[src/rtl/nvio3_div_pkg.sv]
// Shared types for the divider issue/collect stage: op encoding and sequencer states.
package nvio3_div_pkg;

  typedef struct packed {
    logic rem;    // return remainder instead of quotient
    logic sgnus;  // signed dividend, unsigned divisor
    logic sgn;    // signed divide
  } div_op_t;

  localparam int unsigned DivOpW = $bits(div_op_t);

  typedef enum logic [2:0] {
    S_IDLE,
    S_ISSUE,
    S_WAIT,
    S_RESP,
    S_DRAIN
  } div_state_t;

  // States in which the sequencer is waiting on the divider's done flag.
  function automatic logic waits_on_divider(div_state_t st);
    return (st == S_WAIT) || (st == S_DRAIN);
  endfunction

endpackage

[src/rtl/div_op_fifo.sv]
// Synchronous op FIFO holding {tag, op, a, b}; extra pointer MSB distinguishes full from empty.
module div_op_fifo import nvio3_div_pkg::*; #(
  parameter int unsigned WID   = 128,
  parameter int unsigned TAGW  = 6,
  parameter int unsigned DEPTH = 4
) (
  input  logic              clk,
  input  logic              rst,
  input  logic              clear,
  input  logic              push,
  input  logic              pop,
  input  logic [TAGW-1:0]   wr_tag,
  input  logic [DivOpW-1:0] wr_op,
  input  logic [WID-1:0]    wr_a,
  input  logic [WID-1:0]    wr_b,
  output logic [TAGW-1:0]   rd_tag,
  output logic [DivOpW-1:0] rd_op,
  output logic [WID-1:0]    rd_a,
  output logic [WID-1:0]    rd_b,
  output logic              full,
  output logic              empty
);

  localparam int unsigned AW = $clog2(DEPTH);
  localparam int unsigned PW = AW + 1;

  logic [TAGW-1:0]   tag_mem [DEPTH];
  logic [DivOpW-1:0] op_mem  [DEPTH];
  logic [WID-1:0]    a_mem   [DEPTH];
  logic [WID-1:0]    b_mem   [DEPTH];

  logic [PW-1:0] wr_ptr_q, rd_ptr_q;
  logic          do_push, do_pop;

  assign full  = (wr_ptr_q[PW-1] != rd_ptr_q[PW-1]) && (wr_ptr_q[AW-1:0] == rd_ptr_q[AW-1:0]);
  assign empty = (wr_ptr_q == rd_ptr_q);

  assign do_push = push && !full && !clear;
  assign do_pop  = pop && !empty && !clear;

  assign rd_tag = tag_mem[rd_ptr_q[AW-1:0]];
  assign rd_op  = op_mem[rd_ptr_q[AW-1:0]];
  assign rd_a   = a_mem[rd_ptr_q[AW-1:0]];
  assign rd_b   = b_mem[rd_ptr_q[AW-1:0]];

  always_ff @(posedge clk) begin
    if (do_push) begin
      tag_mem[wr_ptr_q[AW-1:0]] <= wr_tag;
      op_mem[wr_ptr_q[AW-1:0]]  <= wr_op;
      a_mem[wr_ptr_q[AW-1:0]]   <= wr_a;
      b_mem[wr_ptr_q[AW-1:0]]   <= wr_b;
    end
  end

  always_ff @(posedge clk or negedge rst) begin
    if (!rst) begin
      wr_ptr_q <= '0;
      rd_ptr_q <= '0;
    end else if (clear) begin
      wr_ptr_q <= '0;
      rd_ptr_q <= '0;
    end else begin
      if (do_push) wr_ptr_q <= wr_ptr_q + PW'(1);
      if (do_pop)  rd_ptr_q <= rd_ptr_q + PW'(1);
    end
  end

endmodule

[src/rtl/divider_sequencer.sv]
// Issue/collect stage for the iterative divider: queues tagged ops, issues one at a time,
// captures quotient or remainder and returns it with its tag over valid/ready.
module divider_sequencer import nvio3_div_pkg::*; #(
  parameter int unsigned WID   = 128,
  parameter int unsigned TAGW  = 6,
  parameter int unsigned DEPTH = 4
) (
  input  logic            clk,
  input  logic            rst,
  input  logic            flush,
  input  logic            in_valid,
  output logic            in_ready,
  input  logic [TAGW-1:0] in_tag,
  input  logic [2:0]      in_op,
  input  logic [WID-1:0]  in_a,
  input  logic [WID-1:0]  in_b,
  output logic            out_valid,
  input  logic            out_ready,
  output logic [TAGW-1:0] out_tag,
  output logic [WID-1:0]  out_res,
  output logic            out_dbz,
  output logic            div_ld,
  output logic            div_abort,
  output logic            div_sgn,
  output logic            div_sgnus,
  output logic [WID-1:0]  div_a,
  output logic [WID-1:0]  div_b,
  input  logic [WID-1:0]  div_qo,
  input  logic [WID-1:0]  div_ro,
  input  logic            div_dbz,
  input  logic            div_done
);

  div_state_t        state_q;
  logic [TAGW-1:0]   cur_tag_q;
  logic              cur_rem_q;
  logic              skip_q;

  logic              fifo_full, fifo_empty, fifo_push, fifo_pop;
  logic [TAGW-1:0]   head_tag;
  logic [DivOpW-1:0] head_op_raw;
  div_op_t           head_op;
  logic              done_seen;

  assign fifo_push = in_valid && !fifo_full && !flush;
  assign fifo_pop  = (state_q == S_ISSUE) && !flush;
  assign in_ready  = !fifo_full;

  div_op_fifo #(
    .WID   (WID),
    .TAGW  (TAGW),
    .DEPTH (DEPTH)
  ) u_fifo (
    .clk    (clk),
    .rst    (rst),
    .clear  (flush),
    .push   (fifo_push),
    .pop    (fifo_pop),
    .wr_tag (in_tag),
    .wr_op  (in_op),
    .wr_a   (in_a),
    .wr_b   (in_b),
    .rd_tag (head_tag),
    .rd_op  (head_op_raw),
    .rd_a   (div_a),
    .rd_b   (div_b),
    .full   (fifo_full),
    .empty  (fifo_empty)
  );

  assign head_op   = div_op_t'(head_op_raw);
  assign div_sgn   = head_op.sgn;
  assign div_sgnus = head_op.sgnus;

  // The divider's done is stale for one cycle after ld/abort, so the first waiting cycle is masked.
  assign done_seen = waits_on_divider(state_q) && !skip_q && div_done;

  always_ff @(posedge clk or negedge rst) begin
    if (!rst) begin
      state_q   <= S_IDLE;
      cur_tag_q <= '0;
      cur_rem_q <= 1'b0;
      skip_q    <= 1'b0;
      div_ld    <= 1'b0;
      div_abort <= 1'b0;
      out_valid <= 1'b0;
      out_tag   <= '0;
      out_res   <= '0;
      out_dbz   <= 1'b0;
    end else begin
      div_ld    <= 1'b0;
      div_abort <= 1'b0;
      skip_q    <= 1'b0;
      case (state_q)
        S_IDLE: begin
          if (!fifo_empty && !flush) begin
            state_q <= S_ISSUE;
            div_ld  <= 1'b1;
          end
        end
        S_ISSUE: begin
          cur_tag_q <= head_tag;
          cur_rem_q <= head_op.rem;
          skip_q    <= 1'b1;
          if (flush) begin
            state_q   <= S_DRAIN;
            div_abort <= 1'b1;
          end else begin
            state_q <= S_WAIT;
          end
        end
        S_WAIT: begin
          if (flush) begin
            state_q   <= S_DRAIN;
            div_abort <= 1'b1;
            skip_q    <= 1'b1;
          end else if (done_seen) begin
            out_res   <= cur_rem_q ? div_ro : div_qo;
            out_dbz   <= div_dbz;
            out_tag   <= cur_tag_q;
            out_valid <= 1'b1;
            state_q   <= S_RESP;
          end
        end
        S_RESP: begin
          if (flush || out_ready) begin
            out_valid <= 1'b0;
            state_q   <= S_IDLE;
          end
        end
        S_DRAIN: begin
          if (done_seen) state_q <= S_IDLE;
        end
        default: state_q <= S_IDLE;
      endcase
    end
  end

endmodule

[config.mk]
export PLATFORM = sky130hd
export DESIGN_NAME = divider_sequencer
export DESIGN_NICKNAME = d
export VERILOG_FILES = /design/src/rtl/nvio3_div_pkg.sv /design/src/rtl/div_op_fifo.sv /design/src/rtl/divider_sequencer.sv
export SDC_FILE = /design/constraint.sdc
export NUM_CORES = 1
export LEC_CHECK = 0
export ABC_AREA = 1
export ABC_CLOCK_PERIOD_IN_PS = 13200
export BUFFER_PORTS_ARGS = -buffer_cell sky130_fd_sc_hd__buf_2
export CAP_MARGIN = 20
export CORE_AREA = 5 5 358 360
export DETAILED_ROUTE_END_ITERATION = 8
export DIE_AREA = 0 0 363 365
export SLEW_MARGIN = 20
export SYNTH_ARGS = -nofsm -noshare
export SYNTH_HDL_FRONTEND = slang
export SYNTH_HIERARCHICAL = 1
export SYNTH_SLANG_ARGS = --single-unit
[constraint.sdc]
create_clock -name clk -period 13.2 [get_ports clk]
set_input_delay 1.98 -clock clk [delete_from_list [all_inputs] [get_ports clk]]
set_output_delay 1.98 -clock clk [all_outputs]
set_load 0.01 [all_outputs]
### Yosys cells after proc, flatten, opt, wreduce, memory -nomap -nowiden

Memories as Yosys holds them, arrays and structs flattened. A register that Yosys moved wholly into a read port is not among the register bits.
Cells that the tools add are included.

| storage, ports and cells | value |
|---|---|
| flip-flop bits (word level) | 149 |
| logic and storage cells | 80 |
| bits in latches | 0 |
| memory bits (writable) | 1060 |
| memories | 4 |
| bits in read-only memories | 0 |

Memory list:

| memory | words | width | rd ports | clocked after Yosys merged registers in | write ports | RTL line | source |
|---|---|---|---|---|---|---|---|
| u_fifo.a_mem | 4 | 128 | 1 | 0 | 1 | div_op_fifo.sv:29 | `logic [WID-1:0] a_mem [DEPTH];` |
| u_fifo.b_mem | 4 | 128 | 1 | 0 | 1 | div_op_fifo.sv:30 | `logic [WID-1:0] b_mem [DEPTH];` |
| u_fifo.tag_mem | 4 | 6 | 1 | 1 | 1 | div_op_fifo.sv:27 | `logic [TAGW-1:0] tag_mem [DEPTH];` |
| u_fifo.op_mem | 4 | 3 | 1 | 0 | 1 | div_op_fifo.sv:28 | `logic [DivOpW-1:0] op_mem [DEPTH];` |

| operators by class | value |
|---|---|
| divide/modulo/power cells | 0 |
| muxes and demuxes | 23 |
| bitwise operators | 1 |
| add/sub/neg operators | 2 |
| equal/unequal tests | 13 |
| reductions and logical operators | 26 |
| shift-type cells | 0 |
| multipliers | 0 |
| $lt $le $gt $ge | 0 |

Operators by type and width:

| kind | count |
|---|---|
| 128-bit two-way mux | 1 |
| 3-bit two-way mux | 10 |
| 3-bit case mux with 5 select lines | 1 |
| 1-bit logical AND | 11 |
| 2-bit inequality test, second input constant | 5 |
| 1-bit two-way mux | 9 |
| 4-bit AND reduction | 2 |
| 3-bit by 1-bit adder with 3-bit output, second input constant | 2 |
| 3-bit by 2-bit == test with 1-bit output, second input constant | 2 |
| 2-bit nonzero test | 3 |
| 1-bit zero test | 5 |
| 1-bit case mux with 2 select lines | 2 |
| 3-bit by 1-bit == test with 1-bit output, second input constant | 1 |
| 3-bit == test | 1 |
| 3-bit == test, second input constant | 1 |
| 3-bit zero test | 1 |
| 3-bit inequality test, second input constant | 1 |
| 3-bit AND reduction | 1 |
| 2-bit == test | 1 |
| 1-bit logical OR | 2 |
| 2-bit OR reduction | 1 |
| 1-bit inequality test | 1 |
| 1-bit NOT | 1 |

### Longest topological paths before layout

Gate-level depths: netlist (run 1).

| logic depth | value |
|---|---|
| depth in word-level cells | 9 |
| mapped depth | 12 |

### Modules after synthesis

The synthesis (run 1) kept the hierarchy.

By module, submodules not included:

| module | times used | cells each | area each (µm²) |
|---|---|---|---|
| div_op_fifo | 1 | 2625 | 39421.6 |
| divider_sequencer | 1 | 660 | 7048.0 |

### Worst setup path after synthesis (run 1)

No wires, ideal clock.

| timing path | value |
|---|---|
| kind | input to register |
| start | in in_valid |
| end | mem u_fifo.a_mem[0][0], enable pin |
| data required time | 12.303 ns |
| stages | 4 |
| setup time | 0.897 ns |
| slack | -1.078 ns |
| arrival time | 13.381 ns |
| path buffers | 0 |
| path through | nand2_1 > nor2_1 > nand3_1 > nor2_1 |

| on the way | value |
|---|---|
| word-level cells in the longest chain between the ends | 6 |

RTL lines:

| item | RTL line | source |
|---|---|---|
| start, declared | divider_sequencer.sv:11 | `input logic in_valid,` |
| 1-bit logical AND (2 in a row) | divider_sequencer.sv:45 | `assign fifo_push = in_valid && !fifo_full && !flush;` |
| via fifo_push | divider_sequencer.sv:39 | `logic fifo_full, fifo_empty, fifo_push, fifo_pop;` |
| 1-bit logical AND (2 in a row) | div_op_fifo.sv:38 | `assign do_push = push && !full && !clear;` |
| 1-bit two-way mux | div_op_fifo.sv:47 | `if (do_push) begin` |
| 1-bit two-way mux (implied by the code) | div_op_fifo.sv:50 | `a_mem[wr_ptr_q[AW-1:0]] <= wr_a;` |
| end, declared | div_op_fifo.sv:29 |  |

The timed path passes the listed nets, and every way through them passes these cells.

### Final worst setup path (run 1)

| timing path | value |
|---|---|
| start | reg u_fifo.rd_ptr_q[0] |
| end | out div_b[116] |

| on the way | value |
|---|---|
| word-level cells in the longest chain between the ends | 1 |

RTL lines:

| item | RTL line | source |
|---|---|---|
| start, declared | div_op_fifo.sv:32 | `logic [PW-1:0] wr_ptr_q, rd_ptr_q;` |
| start signal, assigned | div_op_fifo.sv:64 | `if (do_pop) rd_ptr_q <= rd_ptr_q + PW'(1);` |
| memory read 4 x 128 bit | n/a |  |
| end, declared | divider_sequencer.sv:27 | `output logic [WID-1:0] div_b,` |

Every way passes these cells.

==> run_results.csv, run 1 <==
group,metric,value,unit
sta,max_slew_headroom,18.41,%
clocking,tritoncts_buffer_count,132,
grt,grt_antenna_before_repair,64,
setup_path,critPathMaxFanout,89,
yosys,post_synth_instance_area,0.04647,mm²
floorplan,floorplan.die.width,363,µm
sta,tightestPinTransition,1.224,ns
clocking,postCtsSetupRepairBufs,0,
floorplan,placementRows,130,
place,dpl.hpwl,90830,µm
clocking,cts_max_level,4,
yosys,synth.top_cells.by_area,"sky130_fd_sc_hd__edfxtp_1 68%, sky130_fd_sc_hd__dfrtp_1 8.3%, sky130_fd_sc_hd__o21ai_0 5.4%",
power,p_per_area,168.2,mW/mm²
detailed_routing,antenna_left,0,
sta,maxClockFrequency,150.4,MHz
setup_path,setup.worst_path.class,"reg -> out",
cells_and_area,most_used_cells_in_the_layout_excluding_fill_and_tap_cells,"1060 x sky130_fd_sc_hd__edfxtp_1, 923 x sky130_fd_sc_hd__buf_2, 537 x sky130_fd_sc_hd__nor2_1, 500 x sky130_fd_sc_hd__o21ai_0, 265 x sky130_fd_sc_hd__o22ai_1",
flow_run,maxCapViolations,0,
sta,slew_violations,0,
sta,final_period_utilization,50.37,%
yosys,synth.ff_latch_count,1215,
cells_and_area,final_util,45.36,%
setup_path,start_kind,"register",
grt,gr-usage-met2,34.44,%
grt,grt_start_max_net_pins,218,
detailed_routing,vias,30137,
detailed_routing,route.final.wire_length,139800,µm
clocking,cts_tree,"yes",
cells_and_area,layout-drive-gt1-share,28.49,%
yosys,post_synth_num_cell_types,29,
cells_and_area,area.growth.synth_to_final,21.78,%
floorplan,die-area,0.1325,mm²
clocking,cts_resized,0,
sta,hold_violations,0,
setup_path,critical_path.endpoint_type,"output port",
grt,grt_util_met1,22.73,%
detailed_routing,detail_route.drc_violations,0,
outcome,status,"completed",
sta,layout_min_cycle_time,6.649,ns
sta,final_setup_violation_count,0,
yosys,synth.net_count,3818,
min_path,min_path_cells,2,
floorplan,placeableCoreArea,0.1248,mm²
sta,setup_ws,6.551,ns
clocking,clock_insertion_delay_at_the_later_pin_of_the_skew_report,0.75,ns
clocking,clock-root-buffer,"sky130_fd_sc_hd__clkbuf_16",
setup_path,flop2flop_setup_slack,7.83,ns
place,gp_congestion,0.9001,
detailed_routing,route.detailed.wl_per_inst,23.54,µm
setup_path,timing.critical_path.required,11.22,ns
yosys,synth-warning-count,6,
yosys,syn_inst,3285,
setup_path,worst_reg2reg_startpoint,"u_fifo/rd_ptr_q[1]",
cells_and_area,final.fill_count,11182,
clocking,cts.clk_slew.worst_paths,0.06,ns
grt,top_usage_layer,"met2",
power,ir_drop,0.1160,mV
clocking,cts-hold-fix-buffers,0,
yosys,synth_seq_area_share,76.84,%
setup_path,crit-reg2reg-capture,"u_fifo/b_mem[3][46]",
detailed_routing,drt-pass1-iter-count,5,
place,post-place-ws,7.252,ns
power,leakage,0.02139,µW
min_path,worstHoldStart,"out_res[73]",
clocking,cts_buffer_depth,3,
grt,grt_pass1_vias,29380,
yosys,synthDominantAreaCellType,"sky130_fd_sc_hd__edfxtp_1",
floorplan,die_y,365,µm
setup_path,reg2reg_depth,12,
sta,rsz0062_at_grt,"false",
place,place.port_buffers,924,
setup_path,timing.critical_path.arrival,4.67,ns
detailed_routing,dr.first_iter.drc_count,1921,
cells_and_area,multiInputGateArea,0.009480,mm²
min_path,whs_endpoint,"out_res[73]",
yosys,synth_top_cell_area_share,68.50,%
cells_and_area,layout.area.seq,0.03572,mm²
floorplan,design.portCount,925,
clocking,tritoncts_num_sinks,1215,
cells_and_area,fin_nets,4690,
grt,gr-usage-all-layers,20.34,%
floorplan,starting_density_of_the_core,37.25,%
yosys,synthesis.area_per_instance,14.15,µm²
min_path,class_of_the_worst_hold_path,"reg -> reg",
grt,overflow_after_grt,0,
detailed_routing,via_per_inst,5.076,
grt,first_pass_grt_wire_length,198900,µm
grt,grtUsageMet3,7.372,%
cells_and_area,layout_commonest_cell,"sky130_fd_sc_hd__edfxtp_1",
sta,clock-skew-final,0.03553,ns
-- layer usage --
layer	routed length (µm)	vias up	part of all wire, %
met5	230	-	0.16
met4	7612	38	5.4
met3	12330	321	8.8
met2	68670	1038	49
met1	50920	14711	36
li1	-	14029	-
-- cell families (layout without fill, tap and decap cells) --
| group | Yosys count | count (layout) | synth area share, % |
|---|---|---|---|
| flip-flops | 1215 | 1215 | 76.84 |
| AO/OA/AOI/OAI | 941 | 941 | 11.31 |
| AND/OR/NAND/NOR | 740 | 740 | 6.077 |
| buffers and inverters | 253 | 1226 | 2.824 |
| multiplexers | 128 | 128 | 2.757 |
| adder cells (fa/ha/maj) | 5 | 5 | 0.1346 |
| XOR/XNOR | 3 | 3 | 0.05655 |
| other | 0 | 29 | 0 |
-- power breakdown --
group          leakage, µW  internal, µW  switching, µW
Sequential          0.0116          4420            163
Combinational      0.00774           497            882
Clock              0.00203          2040           1520
-- cell type report --
| class | instances | share of cell area [%] |
|---|---|---|
| flip-flops and latches | 1215 | 63.12 |
| diodes | 29 | 0.1282 |
| multi-input cells | 1817 | 16.75 |
| well taps | 1650 | 3.648 |
| inverters | 30 | 0.2410 |
| repair buffers | 961 | 8.762 |
| clock buffers | 167 | 6.197 |
| clock inverters | 68 | 1.152 |
-- cells in the mapped netlist (all sizes together) --
master and instances:
a21oi 3, inv 30, nor2 542, dfrtp 155
xor2 2, o211ai 1, ha 5, edfxtp 1060
nand4 6, clkbuf 113, o21ai 672, or2 2
xnor2 1, mux2i 128, nor3 1, buf 110
nand3 14, o22ai 265, nand2 175
-- how the worst max path moves through the flow --
| stage | slack [ns] | end | cells past startpoint | start |
|---|---|---|---|---|
| floorplan | -1.08 | u_fifo/a_mem[0][0] | 4 | in_valid |
| global placement | 7.31 | u_fifo/b_mem[3][29] | 7 | in_valid |
| finish | 6.55 | div_b[116] | 6 | u_fifo/rd_ptr_q[0] |
| CTS | 6.43 | div_b[116] | 6 | u_fifo/rd_ptr_q[0] |
| global route | 6.18 | div_b[116] | 6 | u_fifo/rd_ptr_q[0] |
| detailed placement | 7.25 | div_b[116] | 6 | u_fifo/rd_ptr_q[0] |
-- registers in the layout, indices dropped and copies added, names as in the netlist --
signal           count
u_fifo/a_mem       512
u_fifo/b_mem       512
out_res            128
u_fifo/tag_mem      24
u_fifo/op_mem       12
cur_tag_q            6
out_tag              6
state_q              3
u_fifo/rd_ptr_q      3
u_fifo/wr_ptr_q      3
cur_rem_q            1
div_abort            1
div_ld               1
out_dbz              1
out_valid            1
skip_q               1
-- critical path, stage by stage (launching register included) --
cell and delay [ns]:
sky130_fd_sc_hd__dfrtp_4 0.90, sky130_fd_sc_hd__buf_4 0.64, sky130_fd_sc_hd__buf_4 0.82, sky130_fd_sc_hd__buf_4 0.76
sky130_fd_sc_hd__o21ai_0 0.20, sky130_fd_sc_hd__o22ai_1 0.31, sky130_fd_sc_hd__buf_2 0.20
-- stage by stage --
step / instances / setup TNS (ns) / power [µW] / area [µm²] / hold slack (ns)
5_1_grt: 5921 / 0 / 9913 / 56550 / 0.4903
3_5_place_dp: 5673 / 0 / 6053 / 52360 / 0.4622
6_report: 5937 / 0 / 9521 / 56590 / 0.4744
2_1_floorplan: 3285 / -1142.54 / 5356 / 46470 / 0.4834
3_3_place_gp: 5673 / 0 / 6035 / 52360 / 0.4587
4_1_cts: 5908 / 0 / 9635 / 56520 / 0.4769
No activity file was read; power rests on OpenSTA's default activity.
==> run 2, diff against run 1 <==
- ABC_CLOCK_PERIOD_IN_PS: 13200 -> 5600
- clock period: 13.2 -> 5.6 ns (I/O delays scaled with it)
==> run 2 against run 1 <==
Against the previous run: clock-buffer cell count grew 3; cell area up 0.67%; flip-flop and latch count unchanged; via count down 0.13%; die area unchanged; power increased by 140%; global-route usage down 0.12 points; non-clock buffer count down 7; routed wire length is 0.53% lower; critical path depth decreased by 1; first-iteration DRC count grew 4.5%.
==> run_results.csv, run 2 (synthesized netlist as in run 1, its figures left out) <==
group,metric,value,unit
outcome,status,"completed",
sta,slew_violations,0,
sta,max_slew_headroom,20.42,%
setup_path,worst_setup_path_startpoint,"u_fifo/rd_ptr_q[1]",
clocking,clock-root-buffer,"sky130_fd_sc_hd__clkbuf_16",
floorplan,die_y,365,µm
place,gp_congestion,0.8126,
setup_path,setup.worst_path.class,"reg -> out",
detailed_routing,wl_met3,10960,µm
grt,first_pass_grt_wire_length,198800,µm
clocking,cts_buffer_depth,3,
clocking,cts_resized,0,
clocking,cts.clk_slew.worst_paths,0.06,ns
sta,setup_ws,0.9678,ns
grt,grt_antenna_before_repair,67,
place,place.port_buffers,924,
sta,rsz0062_at_grt,"false",
sta,maxClockFrequency,215.9,MHz
detailed_routing,drt-pass1-iter-count,5,
sta,clock-skew-final,0.03567,ns
cells_and_area,final_util,45.67,%
floorplan,starting_density_of_the_core,37.25,%
place,dpl.hpwl,89820,µm
detailed_routing,met2_wirelength,68720,µm
sta,layout_min_cycle_time,4.632,ns
place,post-place-ws,1.473,ns
clocking,clock_insertion_delay_at_the_later_pin_of_the_skew_report,0.77,ns
cells_and_area,layout_commonest_cell,"sky130_fd_sc_hd__edfxtp_1",
grt,grt_pass1_vias,29403,
floorplan,placementRows,130,
grt,gr-usage-all-layers,20.22,%
sta,hold_violations,0,
detailed_routing,route.final.wire_length,139000,µm
clocking,tritoncts_buffer_count,131,
clocking,cts_tree,"yes",
detailed_routing,antenna_left,0,
setup_path,cpMaxStageDelayCell,"sky130_fd_sc_hd__inv_8",
sta,tightestPinTransition,1.194,ns
clocking,tritoncts_num_sinks,1215,
setup_path,timing.critical_path.arrival,3.79,ns
setup_path,crit_path_max_incr_delay,0.84,ns
power,leakage,0.02147,µW
floorplan,die-area,0.1325,mm²
cells_and_area,final.fill_count,11142,
detailed_routing,detail_route.drc_violations,0,
detailed_routing,dr.max_layer_used,"met5",
detailed_routing,route.layer.met1.wl,53000,µm
detailed_routing,vias,30097,
cells_and_area,area.growth.synth_to_final,22.60,%
flow_run,maxCapViolations,0,
power,final_power,22700,µW
cells_and_area,layout-drive-gt1-share,28.47,%
setup_path,flop2flop_setup_slack,1.52,ns
setup_path,critical_path.endpoint_type,"output port",
setup_path,worst_reg2reg_startpoint,"u_fifo/rd_ptr_q[1]",
setup_path,critical_path.cell_chain,"inv_8, buf_12, o21ai_0, o22ai_1, buf_2",
power,p_per_area,398.4,mW/mm²
floorplan,floorplan.die.width,363,µm
detailed_routing,route.detailed.wl_per_inst,23.43,µm
detailed_routing,via_per_inst,5.073,
power,ir_drop,0.2868,mV
setup_path,critPathMaxFanout,163,
sta,total_neg_setup_slack,0,ns
setup_path,timing.critical_path.required,4.76,ns
min_path,class_of_the_worst_hold_path,"in -> reg",
grt,overflow_after_grt,0,
floorplan,design.portCount,925,
min_path,worstHoldStart,"in_b[69]",
floorplan,placeableCoreArea,0.1248,mm²
detailed_routing,dr.first_iter.drc_count,2008,
grt,grt_start_max_net_pins,217,
sta,final_setup_violation_count,0,
clocking,postCtsSetupRepairBufs,0,
cells_and_area,most_used_cells_in_the_layout_excluding_fill_and_tap_cells,"1060 x sky130_fd_sc_hd__edfxtp_1, 923 x sky130_fd_sc_hd__buf_2, 536 x sky130_fd_sc_hd__nor2_1, 500 x sky130_fd_sc_hd__o21ai_0, 265 x sky130_fd_sc_hd__o22ai_1",
setup_path,start_kind,"register",
clocking,cts_max_level,4,
sta,final_period_utilization,82.72,%
cells_and_area,fin_nets,4682,
[run 2: cell types whose count changed in the layout (fill, tap and decap cells not counted), sizes merged, moves of 2 or more]
cell	change
inv	-10
clkbuf	+3
clkinvlp	+2
buf	-8
bufinv	+6
[run 2: timing repair]
item | CTS | global route
hold buffers | 1 | 0
hold endpoints to repair | 36 | 0
setup endpoints to repair | 0 | 0
[run 2: cell type report]
type                            count  area (µm²)  share of cell area, %
Antenna cell                       30       75.07                 0.1318
Clock buffer                      170        3496                  6.136
Clock inverter                     67       893.4                  1.568
Inverter                           30       136.4                 0.2394
Multi-Input combinational cell   1817        9515                  16.70
Sequential cell                  1215       35720                  62.70
Tap cell                         1650        2064                  3.624
Timing Repair Buffer              954        5071                  8.901
[run 2: final timing paths]
check	to	depth (start not counted)
setup / recovery	div_b[97]	5
hold / removal	u_fifo/b_mem[3][69]	1
setup reg to reg	u_fifo/b_mem[0][43]	11
hold reg to reg	out_res[29]	2
max in group asynchronous	out_res[103]	3
min in group asynchronous	out_res[65]	2
[run 2: per-layer routing]
metal | vias to the layer above | global-route usage [%]
li1 | 14011 | -
met1 | 14764 | 23.64
met2 | 986 | 34.54
met3 | 298 | 6.606
met4 | 38 | 8.320
met5 | - | 0
[run 2: critical path: cells and delay by family, from the launching register on]
kind            cells  cell delay [ns]
buf+inv             3             1.55
compound gates      2             0.55
flops               1             0.79
[run 2: stage by stage]
stage	area, µm²	instances	hold slack [ns]
after global routing	56930	5915	0.2280
after detailed placement	52500	5665	0.4622
after floorplan	46530	3285	0.4834
final	56970	5933	0.2747
after CTS	56900	5903	0.2039
after global placement	52500	5665	0.4602
[run 2: where the power goes]
group | switching [µW] | total, µW | internal [µW]
logic | 2080 | 3260 | 1180
registers | 326 | 10800 | 10400
clock network | 3600 | 8680 | 5080
